### src/rtl/rice_run_scheduler.sv
// rice_run_scheduler: sequences JPEG-LS run-mode commands for the Rice encoder.
// Tracks the run counter and RUNindex from per-pixel classification flags.
// Each accepted pixel produces at most one registered encoder command.
module rice_run_scheduler #(
    parameter int J_length        = 5,
    parameter int runcount_length = 16,
    parameter int mode_length     = 2
) (
    input  logic                       clk,
    input  logic                       reset,
    input  logic                       frame_start,
    input  logic                       s_valid,
    output logic                       s_ready,
    input  logic                       s_run_ctx,
    input  logic                       s_run_match,
    input  logic                       s_eol,
    input  logic                       s_RIType,
    output logic                       m_valid,
    input  logic                       m_ready,
    output logic [mode_length-1:0]     mode,
    output logic                       hit,
    output logic [3:0]                 J,
    output logic [3:0]                 J_Comp,
    output logic [runcount_length-1:0] run_length,
    output logic                       RIType,
    output logic                       do_run_encoding,
    output logic [J_length-1:0]        run_index
);

    typedef enum logic [0:0] {
        ST_REGULAR = 1'b0,
        ST_RUN     = 1'b1
    } state_e;

    localparam logic [mode_length-1:0]     MODE_REGULAR = 2'd0;
    localparam logic [mode_length-1:0]     MODE_HIT     = 2'd1;
    localparam logic [mode_length-1:0]     MODE_INTR    = 2'd2;
    localparam logic [mode_length-1:0]     MODE_EOL     = 2'd3;
    localparam logic [J_length-1:0]        IDX_ZERO     = {J_length{1'b0}};
    localparam logic [J_length-1:0]        IDX_ONE      = {{(J_length-1){1'b0}}, 1'b1};
    localparam logic [J_length-1:0]        IDX_MAX      = {J_length{1'b1}};
    localparam logic [runcount_length-1:0] CNT_ZERO     = {runcount_length{1'b0}};
    localparam logic [runcount_length-1:0] CNT_ONE      = {{(runcount_length-1){1'b0}}, 1'b1};

    // Fixed JPEG-LS J table: run-length order for each RUNindex.
    function automatic logic [3:0] j_lookup(input logic [J_length-1:0] idx);
        logic [3:0] j_v;
        case (idx)
            5'd0, 5'd1, 5'd2, 5'd3:     j_v = 4'd0;
            5'd4, 5'd5, 5'd6, 5'd7:     j_v = 4'd1;
            5'd8, 5'd9, 5'd10, 5'd11:   j_v = 4'd2;
            5'd12, 5'd13, 5'd14, 5'd15: j_v = 4'd3;
            5'd16, 5'd17:               j_v = 4'd4;
            5'd18, 5'd19:               j_v = 4'd5;
            5'd20, 5'd21:               j_v = 4'd6;
            5'd22, 5'd23:               j_v = 4'd7;
            5'd24:                      j_v = 4'd8;
            5'd25:                      j_v = 4'd9;
            5'd26:                      j_v = 4'd10;
            5'd27:                      j_v = 4'd11;
            5'd28:                      j_v = 4'd12;
            5'd29:                      j_v = 4'd13;
            5'd30:                      j_v = 4'd14;
            5'd31:                      j_v = 4'd15;
            default:                    j_v = 4'd0;
        endcase
        return j_v;
    endfunction

    state_e                       state_q, state_d;
    logic [J_length-1:0]          idx_q, idx_d;
    logic [runcount_length-1:0]   cnt_q, cnt_d;
    logic                         valid_q, valid_d;
    logic [mode_length-1:0]       mode_q, mode_d;
    logic                         hit_q, hit_d;
    logic [3:0]                   j_q, j_d;
    logic [3:0]                   jcomp_q, jcomp_d;
    logic [runcount_length-1:0]   rl_q, rl_d;
    logic                         rit_q, rit_d;
    logic                         dre_q, dre_d;

    logic                         accept_s;
    logic [3:0]                   j_cur_s;
    logic [runcount_length-1:0]   cnt_next_s;
    logic [runcount_length-1:0]   thresh_s;
    logic                         run_path_s;
    logic                         hit_now_s;
    logic                         issue_s;
    logic [mode_length-1:0]       cmd_mode_s;
    logic [3:0]                   cmd_j_s;
    logic [3:0]                   cmd_jcomp_s;
    logic [runcount_length-1:0]   cmd_rl_s;
    logic                         cmd_rit_s;

    // A new pixel can be taken whenever the command slot is free or draining.
    assign s_ready    = !valid_q || m_ready;
    assign accept_s   = s_valid && s_ready;
    assign j_cur_s    = j_lookup(idx_q);
    assign cnt_next_s = cnt_q + CNT_ONE;
    assign thresh_s   = CNT_ONE << j_cur_s;

    // Pixel decision: next run state and the command (if any) this pixel produces.
    always_comb begin
        state_d     = state_q;
        idx_d       = idx_q;
        cnt_d       = cnt_q;
        run_path_s  = 1'b0;
        hit_now_s   = 1'b0;
        issue_s     = 1'b0;
        cmd_mode_s  = MODE_REGULAR;
        cmd_j_s     = 4'd0;
        cmd_jcomp_s = 4'd0;
        cmd_rl_s    = CNT_ZERO;
        cmd_rit_s   = 1'b0;
        if (frame_start) begin
            // Frame boundary wins over any handshake; the pixel is dropped.
            state_d = ST_REGULAR;
            idx_d   = IDX_ZERO;
            cnt_d   = CNT_ZERO;
        end else if (accept_s) begin
            case (state_q)
                ST_REGULAR: begin
                    if (s_run_ctx) begin
                        run_path_s = 1'b1;
                    end else begin
                        issue_s = 1'b1;
                    end
                end
                ST_RUN:  run_path_s = 1'b1;
                default: state_d = ST_REGULAR;
            endcase
            if (run_path_s) begin
                if (s_run_match) begin
                    if (cnt_next_s == thresh_s) begin
                        // Full run segment of 2^J pixels: emit a hit, advance RUNindex.
                        hit_now_s  = 1'b1;
                        issue_s    = 1'b1;
                        cmd_mode_s = MODE_HIT;
                        cmd_j_s    = j_cur_s;
                        cnt_d      = CNT_ZERO;
                        if (idx_q != IDX_MAX) begin
                            idx_d = idx_q + IDX_ONE;
                        end else begin
                            idx_d = idx_q;
                        end
                    end else begin
                        cnt_d = cnt_next_s;
                    end
                    if (s_eol) begin
                        // Line ends inside a run: flush any partial count, keep RUNindex.
                        state_d = ST_REGULAR;
                        cnt_d   = CNT_ZERO;
                        if (!hit_now_s && (cnt_next_s != CNT_ZERO)) begin
                            issue_s    = 1'b1;
                            cmd_mode_s = MODE_EOL;
                            cmd_j_s    = j_cur_s;
                            cmd_rl_s   = cnt_next_s;
                        end else begin
                            cmd_rl_s = CNT_ZERO;
                        end
                    end else begin
                        state_d = ST_RUN;
                    end
                end else begin
                    // Run interrupted: encode the residual count and back RUNindex off.
                    issue_s     = 1'b1;
                    cmd_mode_s  = MODE_INTR;
                    cmd_j_s     = j_cur_s;
                    cmd_jcomp_s = j_cur_s;
                    cmd_rl_s    = cnt_q;
                    cmd_rit_s   = s_RIType;
                    cnt_d       = CNT_ZERO;
                    state_d     = ST_REGULAR;
                    if (idx_q != IDX_ZERO) begin
                        idx_d = idx_q - IDX_ONE;
                    end else begin
                        idx_d = idx_q;
                    end
                end
            end else begin
                state_d = state_q;
            end
        end else begin
            state_d = state_q;
        end
    end

    // Command register: load a new command, hold an unaccepted one, or go idle.
    always_comb begin
        valid_d = valid_q;
        mode_d  = mode_q;
        hit_d   = hit_q;
        j_d     = j_q;
        jcomp_d = jcomp_q;
        rl_d    = rl_q;
        rit_d   = rit_q;
        dre_d   = dre_q;
        if (frame_start || (!issue_s && !(valid_q && !m_ready))) begin
            valid_d = 1'b0;
            mode_d  = MODE_REGULAR;
            hit_d   = 1'b0;
            j_d     = 4'd0;
            jcomp_d = 4'd0;
            rl_d    = CNT_ZERO;
            rit_d   = 1'b0;
            dre_d   = 1'b0;
        end else if (issue_s) begin
            valid_d = 1'b1;
            mode_d  = cmd_mode_s;
            hit_d   = (cmd_mode_s == MODE_HIT);
            j_d     = cmd_j_s;
            jcomp_d = cmd_jcomp_s;
            rl_d    = cmd_rl_s;
            rit_d   = cmd_rit_s;
            dre_d   = (cmd_mode_s != MODE_REGULAR);
        end else begin
            valid_d = valid_q;
        end
    end

    // State, run bookkeeping and command registers with asynchronous clear.
    always_ff @(posedge clk or negedge reset) begin
        if (!reset) begin
            state_q <= ST_REGULAR;
            idx_q   <= IDX_ZERO;
            cnt_q   <= CNT_ZERO;
            valid_q <= 1'b0;
            mode_q  <= MODE_REGULAR;
            hit_q   <= 1'b0;
            j_q     <= 4'd0;
            jcomp_q <= 4'd0;
            rl_q    <= CNT_ZERO;
            rit_q   <= 1'b0;
            dre_q   <= 1'b0;
        end else begin
            state_q <= state_d;
            idx_q   <= idx_d;
            cnt_q   <= cnt_d;
            valid_q <= valid_d;
            mode_q  <= mode_d;
            hit_q   <= hit_d;
            j_q     <= j_d;
            jcomp_q <= jcomp_d;
            rl_q    <= rl_d;
            rit_q   <= rit_d;
            dre_q   <= dre_d;
        end
    end

    assign m_valid         = valid_q;
    assign mode            = mode_q;
    assign hit             = hit_q;
    assign J               = j_q;
    assign J_Comp          = jcomp_q;
    assign run_length      = rl_q;
    assign RIType          = rit_q;
    assign do_run_encoding = dre_q;
    assign run_index       = idx_q;

endmodule

### config.mk
export PLATFORM = sky130hd
export DESIGN_NAME = rice_run_scheduler
export DESIGN_NICKNAME = d
export VERILOG_FILES = /design/src/rtl/rice_run_scheduler.sv
export SDC_FILE = /design/constraint.sdc
export NUM_CORES = 1
export LEC_CHECK = 0
export CAP_MARGIN = 20
export CORE_ASPECT_RATIO = 0.9
export CORE_MARGIN = 3
export CORE_UTILIZATION = 35
export CTS_BUF_LIST = sky130_fd_sc_hd__clkbuf_4 sky130_fd_sc_hd__clkbuf_8
export CTS_CLUSTER_SIZE = 25
export DETAILED_ROUTE_END_ITERATION = 8
export SLEW_MARGIN = 30
export SYNTH_ARGS = -nofsm -noshare
export SYNTH_HDL_FRONTEND = slang
export SYNTH_SLANG_ARGS = --single-unit
### constraint.sdc
create_clock -name clk -period 3.6 [get_ports clk]
set_input_delay 0.72 -clock clk [delete_from_list [all_inputs] [get_ports clk]]
set_output_delay 0.72 -clock clk [all_outputs]
set_load 0.1 [all_outputs]
==> results of run 1 <==
[power groups by stage]
stage	clock network [uW]	registers, uW	logic, uW
after floorplan	0	678	158
after global placement	0	618	317
after detailed placement	0	619	322
after CTS	369	607	324
after global routing	394	610	357
final	366	607	331
[final cells by class]
class	instances	area share [%]
multi-input cells	320	48.0
flip-flops and latches	52	29.8
repair buffers	81	15.9
well taps	126	3.60
clock buffers	6	1.74
inverters	7	0.600
clock inverters	2	0.314
[routing by layer]
| metal | up-vias | GRT usage, % | part of all wire, % |
|---|---|---|---|
| li1 | 1630 | - | - |
| met2 | 150 | 29.2 | 44 |
| met3 | 15 | 2.69 | 6.3 |
| met1 | 1684 | 29.5 | 48 |
| met5 | - | 0 | 0 |
| met4 | 0 | 4.34 | 1.7 |
[what timing repair did]
item,in CTS,in global routing
hold buffers,0,0
gates resized for setup,1,5
setup endpoints to repair,1,28
pin swaps,0,2
cloned,0,0
setup buffers,0,4
[Yosys cell counts, types with 2 or more instances]
master,n,area (um^2)
nand2_1,53,199
dfrtp_1,52,1300
a21oi_1,25,125
nor2_1,23,86.3
nand3_1,22,110
clkbuf_1,21,78.8
o21ai_0,16,80.1
xnor2_1,15,131
a31oi_1,13,81.3
nand2b_1,12,75.1
a22o_1,11,96.3
nor3_1,11,55.1
buf_2,7,35.0
inv_1,7,26.3
o31ai_1,7,52.6
nand4_1,6,37.5
or3_1,6,37.5
xor2_1,6,52.6
a22oi_1,5,37.5
mux2i_1,5,50.1
nor4_1,5,31.3
a211oi_1,4,30.0
a32o_1,4,40.0
buf_1,4,15.0
ha_1,4,50.1
o21ai_1,4,20.0
a21o_1,3,22.5
a221oi_1,3,26.3
nand3b_1,3,22.5
nor2b_1,3,18.8
o211ai_1,3,22.5
or2_2,3,18.8
a311oi_1,2,17.5
a32oi_1,2,17.5
a41oi_1,2,17.5
and3_1,2,12.5
and3b_1,2,17.5
nor4_2,2,25.0
o21a_1,2,15.0
o21ai_2,2,17.5
o22ai_1,2,12.5
o32ai_1,2,17.5
[worst max-delay path, cell delays in order (launching register included)]
cell and delay [ns]:
dfrtp_2 0.44, ha_1 0.19, nand2_1 0.18, or3_4 0.46, xor3_1 0.20, o2111ai_1 0.13
or4_1 0.57, or3_4 0.45, o31ai_4 0.33, a21oi_1 0.11, a311oi_1 0.27
[state kept, by name, indices dropped and copies added, names as in the netlist]
| register | flops |
|---|---|
| hit | 1 |
| do_run_encoding | 1 |
| cnt_q | 16 |
| mode | 2 |
| state_q | 1 |
| m_valid | 1 |
| RIType | 1 |
| J | 4 |
| J_Comp | 4 |
| run_index | 5 |
| run_length | 16 |
[how the worst max path moves through the flow]
| stage | cells after the start | slack, ns | endpoint | start |
|---|---|---|---|---|
| floorplan | 9 | 0.13 | run_length[12]$_DFFE_PN0P_ | run_index[4]$_DFFE_PN0P_ |
| detailed placement | 10 | 0.007 | run_index[1]$_DFFE_PN0P_ | cnt_q[0]$_DFFE_PN0P_ |
| global route | 11 | -0.02 | run_index[2]$_DFFE_PN0P_ | cnt_q[0]$_DFFE_PN0P_ |
| CTS | 9 | 0.007 | run_index[1]$_DFFE_PN0P_ | cnt_q[5]$_DFFE_PN0P_ |
| finish | 10 | 0.16 | run_index[1]$_DFFE_PN0P_ | cnt_q[0]$_DFFE_PN0P_ |
| global placement | 10 | 0.03 | run_index[1]$_DFFE_PN0P_ | cnt_q[0]$_DFFE_PN0P_ |
[cell usage in the layout, fill, tap and decap left out, types with 13 or more instances in the layout]
master	n
nand3_1	21
a31oi_1	13
o21ai_0	16
dfrtp_1	48
nor2_1	22
nand2_1	53
buf_4	43
clkdlybuf4s50_1	37
a21oi_1	25
xnor2_1	15
[kinds of logic (layout without fill, tap and decap cells)]
logic type / Yosys count / count (layout)
DFF: 52 / 52
muxes: 7 / 7
AOI/OAI and AO/OA: 125 / 125
buffers and inverters: 41 / 96
and+or+nand+nor: 160 / 160
xor gates and xnor gates: 23 / 23
adders and majority gates: 5 / 5
[stage by stage]
step / setup TNS [ns] / setup WS, ns / total power, uW / hold WS, ns
after floorplan: 0 / 0.127 / 836 / 0.424
after global placement: 0 / 0.0269 / 936 / 0.460
after detailed placement: 0 / 0.00748 / 941 / 0.468
after CTS: 0 / 0.00689 / 1300 / 0.481
after global routing: -0.0335 / -0.0209 / 1360 / 0.518
final: 0 / 0.162 / 1300 / 0.459
==> results_dict.tcl, run 1 <==
set metrics [dict create \
    cp-end-kind "flop" \
    ff2ff_path_depth 10 \
    synth_xor_area_share_pct 6.48 \
    fin_nets 481 \
    grt_antenna_before_repair 0 \
    stdcell_count 594 \
    die_y_um 102 \
    max_freq_mhz 291 \
    setup_viol 0 \
    fillCellCount 1007 \
    wl_um 11000 \
    syn_inst 413 \
    grt_pass1_vias 3169 \
    synth_edf_count 0 \
    relSlewSlack_pct 33.8 \
    numClockSinks 52 \
    max_slew.worst_pin.slew_ns 0.990 \
    power_frac_clock_pct 28.1 \
    num_antenna_cells 0 \
    synthToLayoutAreaGrowth_pct 23.3 \
    cp.arrival_ns 3.65 \
    async_reset_ff_share_pct 100 \
    initial_core_util_pct 36.3 \
    clockBufferDepth 2 \
    fin_crit_ns 3.44 \
    synth_warnings 0 \
    start_kind "flop" \
    core_mm2 0.00978 \
    utilization_pct 44.8 \
    synthAdderAreaFrac_pct 1.97 \
    dp.cells 582 \
    synth_compound_area_share_pct 25.1 \
    path_clk_slew_ns 0.11 \
    num_vias 3479 \
    fin_crit_sh_pct 95.5 \
    cap_violations 0 \
    synth_nets 427 \
    yosysSeqAreaShare_pct 36.6 \
    leakage_uw 0.00174 \
    clk_latency_ns 0.31 \
    drive_gt1_share_pct 16.2 \
    die_width_um 112 \
    cts_tree "done" \
    combPwrFrac_pct 25.4 \
    rrSetupSlack_ns 0.16 \
    io_pins 45 \
    regArea_mm2 0.00131 \
    avgSynthCellArea_um2 8.60 \
    r2r_start "cnt_q[0]$_DFFE_PN0P_" \
    drtIter0Drc 400 \
    hp-class "primary input to asynchronous set/reset pin" \
    syn_area_mm2 0.00355 \
    synth_cell_type_count 69 \
    finClkSkew_ns 0.00676 \
    yosys.area_share.simple_pct 22.9 \
    globalplace.congestion 0.899 \
    row_count 34 \
    drc 0 \
    grt_usage_pct 19.4 \
    detail-route-antenna-nets 0 \
    synth_top_family_by_area "compound AO/OA/AOI/OAI gates" \
    worst-endpoint-required_ns 3.81 \
    max-vdd-ir-drop_mv 0.172 \
    final_max_slew_viol_count 0 \
    grt_overflow 0 \
    grt_max_degree 33 \
    dp_hpwl_um 8220 \
    ys_seq_elements 52 \
    grt_pass1_wl_um 17800 \
    crit_type "flop to flop" \
    critPathMaxFanout 7 \
    power.switching_uw 461 \
    power_frac_seq_pct 46.6 \
    ctsRootBufferMaster "clkbuf_8" \
    first_pass_iters 5 \
    powerDensity_mw_per_mm2 298 \
    htree_levels 2 \
    via_per_inst 5.86 \
    hold_viol 0 \
    synth.area.mux_share_pct 2.04 \
    portBuffers 44 \
    numCtsBuffers 5 \
    routedWlPerCell_um 18.5 \
    post_dp_cell_area_mm2 0.00424 \
    ys.flop_type "dfrtp_1" \
    p_int_uw 843 \
    dieArea_mm2 0.0114 \
    multi_input_area_mm2 0.00210 \
    finalInstanceArea_mm2 0.00438 \
    run_status "completed" \
    switching_share_pct 35.3 \
    reg2reg_to "run_index[1]$_DFFE_PN0P_" \
]
(Power assumes the default switching activity.)
==> inputs of run 2 (changes only) <==
--- a/config.mk
+++ b/config.mk
@@ -12,6 +12,7 @@
 export CTS_BUF_LIST = sky130_fd_sc_hd__clkbuf_4 sky130_fd_sc_hd__clkbuf_8
 export CTS_CLUSTER_SIZE = 25
 export DETAILED_ROUTE_END_ITERATION = 8
+export GPL_TIMING_DRIVEN = 0
 export SLEW_MARGIN = 30
 export SYNTH_ARGS = -nofsm -noshare
 export SYNTH_HDL_FRONTEND = slang
==> results_dict.tcl, run 2 (synthesized netlist as in run 1, its figures left out) <==
set metrics [dict create \
    run_status "completed" \
    core_mm2 0.00978 \
    p_total_uw 1340 \
    setup_viol 0 \
    globalplace.congestion 0.886 \
    portBuffers 44 \
    numCtsBuffers 5 \
    routedWlPerCell_um 19.0 \
    grt_antenna_before_repair 0 \
    start_kind "flop" \
    ctsRootBufferMaster "clkbuf_8" \
    grt_max_degree 28 \
    layout_common_cells "nand2_1 (52), dfrtp_1 (49), clkdlybuf4s50_1 (43)" \
    initial_core_util_pct 36.3 \
    multi_input_area_mm2 0.00224 \
    cts_tree "done" \
    clockBufferDepth 2 \
    num_vias 3527 \
    numClockSinks 52 \
    top_usage_layer "met2" \
    num_antenna_cells 0 \
    cp.arrival_ns 3.73 \
    relSlewSlack_pct 34.2 \
    met3_usage_pct 2.51 \
    finalInstanceArea_mm2 0.00452 \
    fillCellCount 978 \
    max-vdd-ir-drop_mv 0.174 \
    die_y_um 102 \
    max_slew.worst_pin.slew_ns 0.983 \
    leakage_uw 0.00176 \
    crit_type "flop to flop" \
    die_width_um 112 \
    rsz0062_at_grt "no" \
    clk_latency_ns 0.31 \
    row_count 34 \
    via_per_inst 5.87 \
    grt_usage_pct 20.1 \
    critPathMaxFanout 10 \
    hp-class "primary input to asynchronous set/reset pin" \
    hold_viol 0 \
    powerDensity_mw_per_mm2 296 \
    grt_pass1_wl_um 18200 \
    setup_tns_ns 0 \
    post_dp_cell_area_mm2 0.00417 \
    fin_nets 488 \
    path_clk_slew_ns 0.11 \
    drtIter0Drc 291 \
    finClkSkew_ns 0.0149 \
    grt_use_met1_pct 30.5 \
    htree_levels 2 \
    hold_slack_ns 0.301 \
    synthToLayoutAreaGrowth_pct 27.3 \
    drc 0 \
    detail-route-antenna-nets 0 \
    wl_um 11400 \
    cp-end-kind "flop" \
    fin_crit_sh_pct 96.9 \
    worst-endpoint-required_ns 3.84 \
    cap_violations 0 \
    cts-hold-fix-buffers 0 \
    drive_gt1_share_pct 14.3 \
    max_freq_mhz 287 \
    grt_pass1_vias 3273 \
    first_pass_iters 5 \
    dp_hpwl_um 8360 \
    grt_overflow 0 \
    layout_commonest_cell "nand2_1" \
    final_max_slew_viol_count 0 \
    dieArea_mm2 0.0114 \
    gr-usage-met2_pct 31.2 \
    io_pins 45 \
    regArea_mm2 0.00131 \
    fin_crit_ns 3.49 \
]
-- run 2: final timing paths --
path,start,endpoint,slack (ns),cells after the start
setup / recovery,cnt_q[6]$_DFFE_PN0P_,run_index[3]$_DFFE_PN0P_,0.11,12
hold / removal,reset,m_valid$_DFFE_PN0P_,0.30,1
setup reg to reg,cnt_q[6]$_DFFE_PN0P_,run_index[3]$_DFFE_PN0P_,0.11,12
hold reg to reg,mode[0]$_DFFE_PN0P_,mode[0]$_DFFE_PN0P_,0.49,1
max in group asynchronous,reset,cnt_q[5]$_DFFE_PN0P_,2.81,2
min in group clk,mode[0]$_DFFE_PN0P_,mode[0]$_DFFE_PN0P_,0.49,1
-- run 2: routing by layer --
metal	wire length, um	part of all wire, %
met2	5040	44
met3	852	7.5
met4	94	0.82
met5	0	0
met1	5420	48
-- run 2: repair_timing --
item	in CTS	in global routing
hold endpoints to repair	0	0
endpoints found under the setup margin	45	40
resized for setup	14	28
buffers inserted	3	7
pin swaps	4	8
-- run 2: worst max-delay path: stages (launching register included) --
cell	delay, ns
dfrtp_1	0.33
buf_2	0.21
nand4_4	0.16
buf_6	0.19
or4_4	0.56
nand3_1	0.11
a21oi_1	0.07
or4_4	0.51
or3_4	0.44
o31ai_4	0.41
buf_4	0.18
nand3_1	0.08
a21oi_2	0.18
-- run 2: layout make-up --
class	count	area share [%]
Sequential cell	52	28.8
Buffer	33	3.62
Tap cell	126	3.48
Multi-Input combinational cell	320	49.5
Clock inverter	1	0.166
Clock buffer	7	1.99
Inverter	7	0.581
Timing Repair Buffer	55	11.8
-- run 2: report_power, final --
| group | switching, uW | total, uW | leakage, uW | internal [uW] |
|---|---|---|---|---|
| registers | 11.0 | 604 | 0.000718 | 593 |
| logic | 247 | 356 | 0.000994 | 109 |
| clock network | 215 | 379 | 0.0000479 | 165 |
| total | 472 | 1340 | 0.00176 | 867 |
-- run 2: metrics by stage --
stage	cells	util (%)	worst slack, ns
3_3_place_gp	583	42.5	-0.397
2_1_floorplan	413	-	0.127
3_5_place_dp	584	42.6	-0.444
5_1_grt	601	46.2	0.00368
4_1_cts	595	44.7	0.0260
6_report	601	46.2	0.111
==> inputs of run 3 (changes only) <==
--- a/config.mk
+++ b/config.mk
@@ -5,6 +5,7 @@
 export SDC_FILE = /design/constraint.sdc
 export NUM_CORES = 1
 export LEC_CHECK = 0
+export ABC_AREA = 0
 export CAP_MARGIN = 20
 export CORE_ASPECT_RATIO = 0.9
 export CORE_MARGIN = 3
==> results of run 3 <==
Final layout, timing and power as in run 2 (identical DEF).
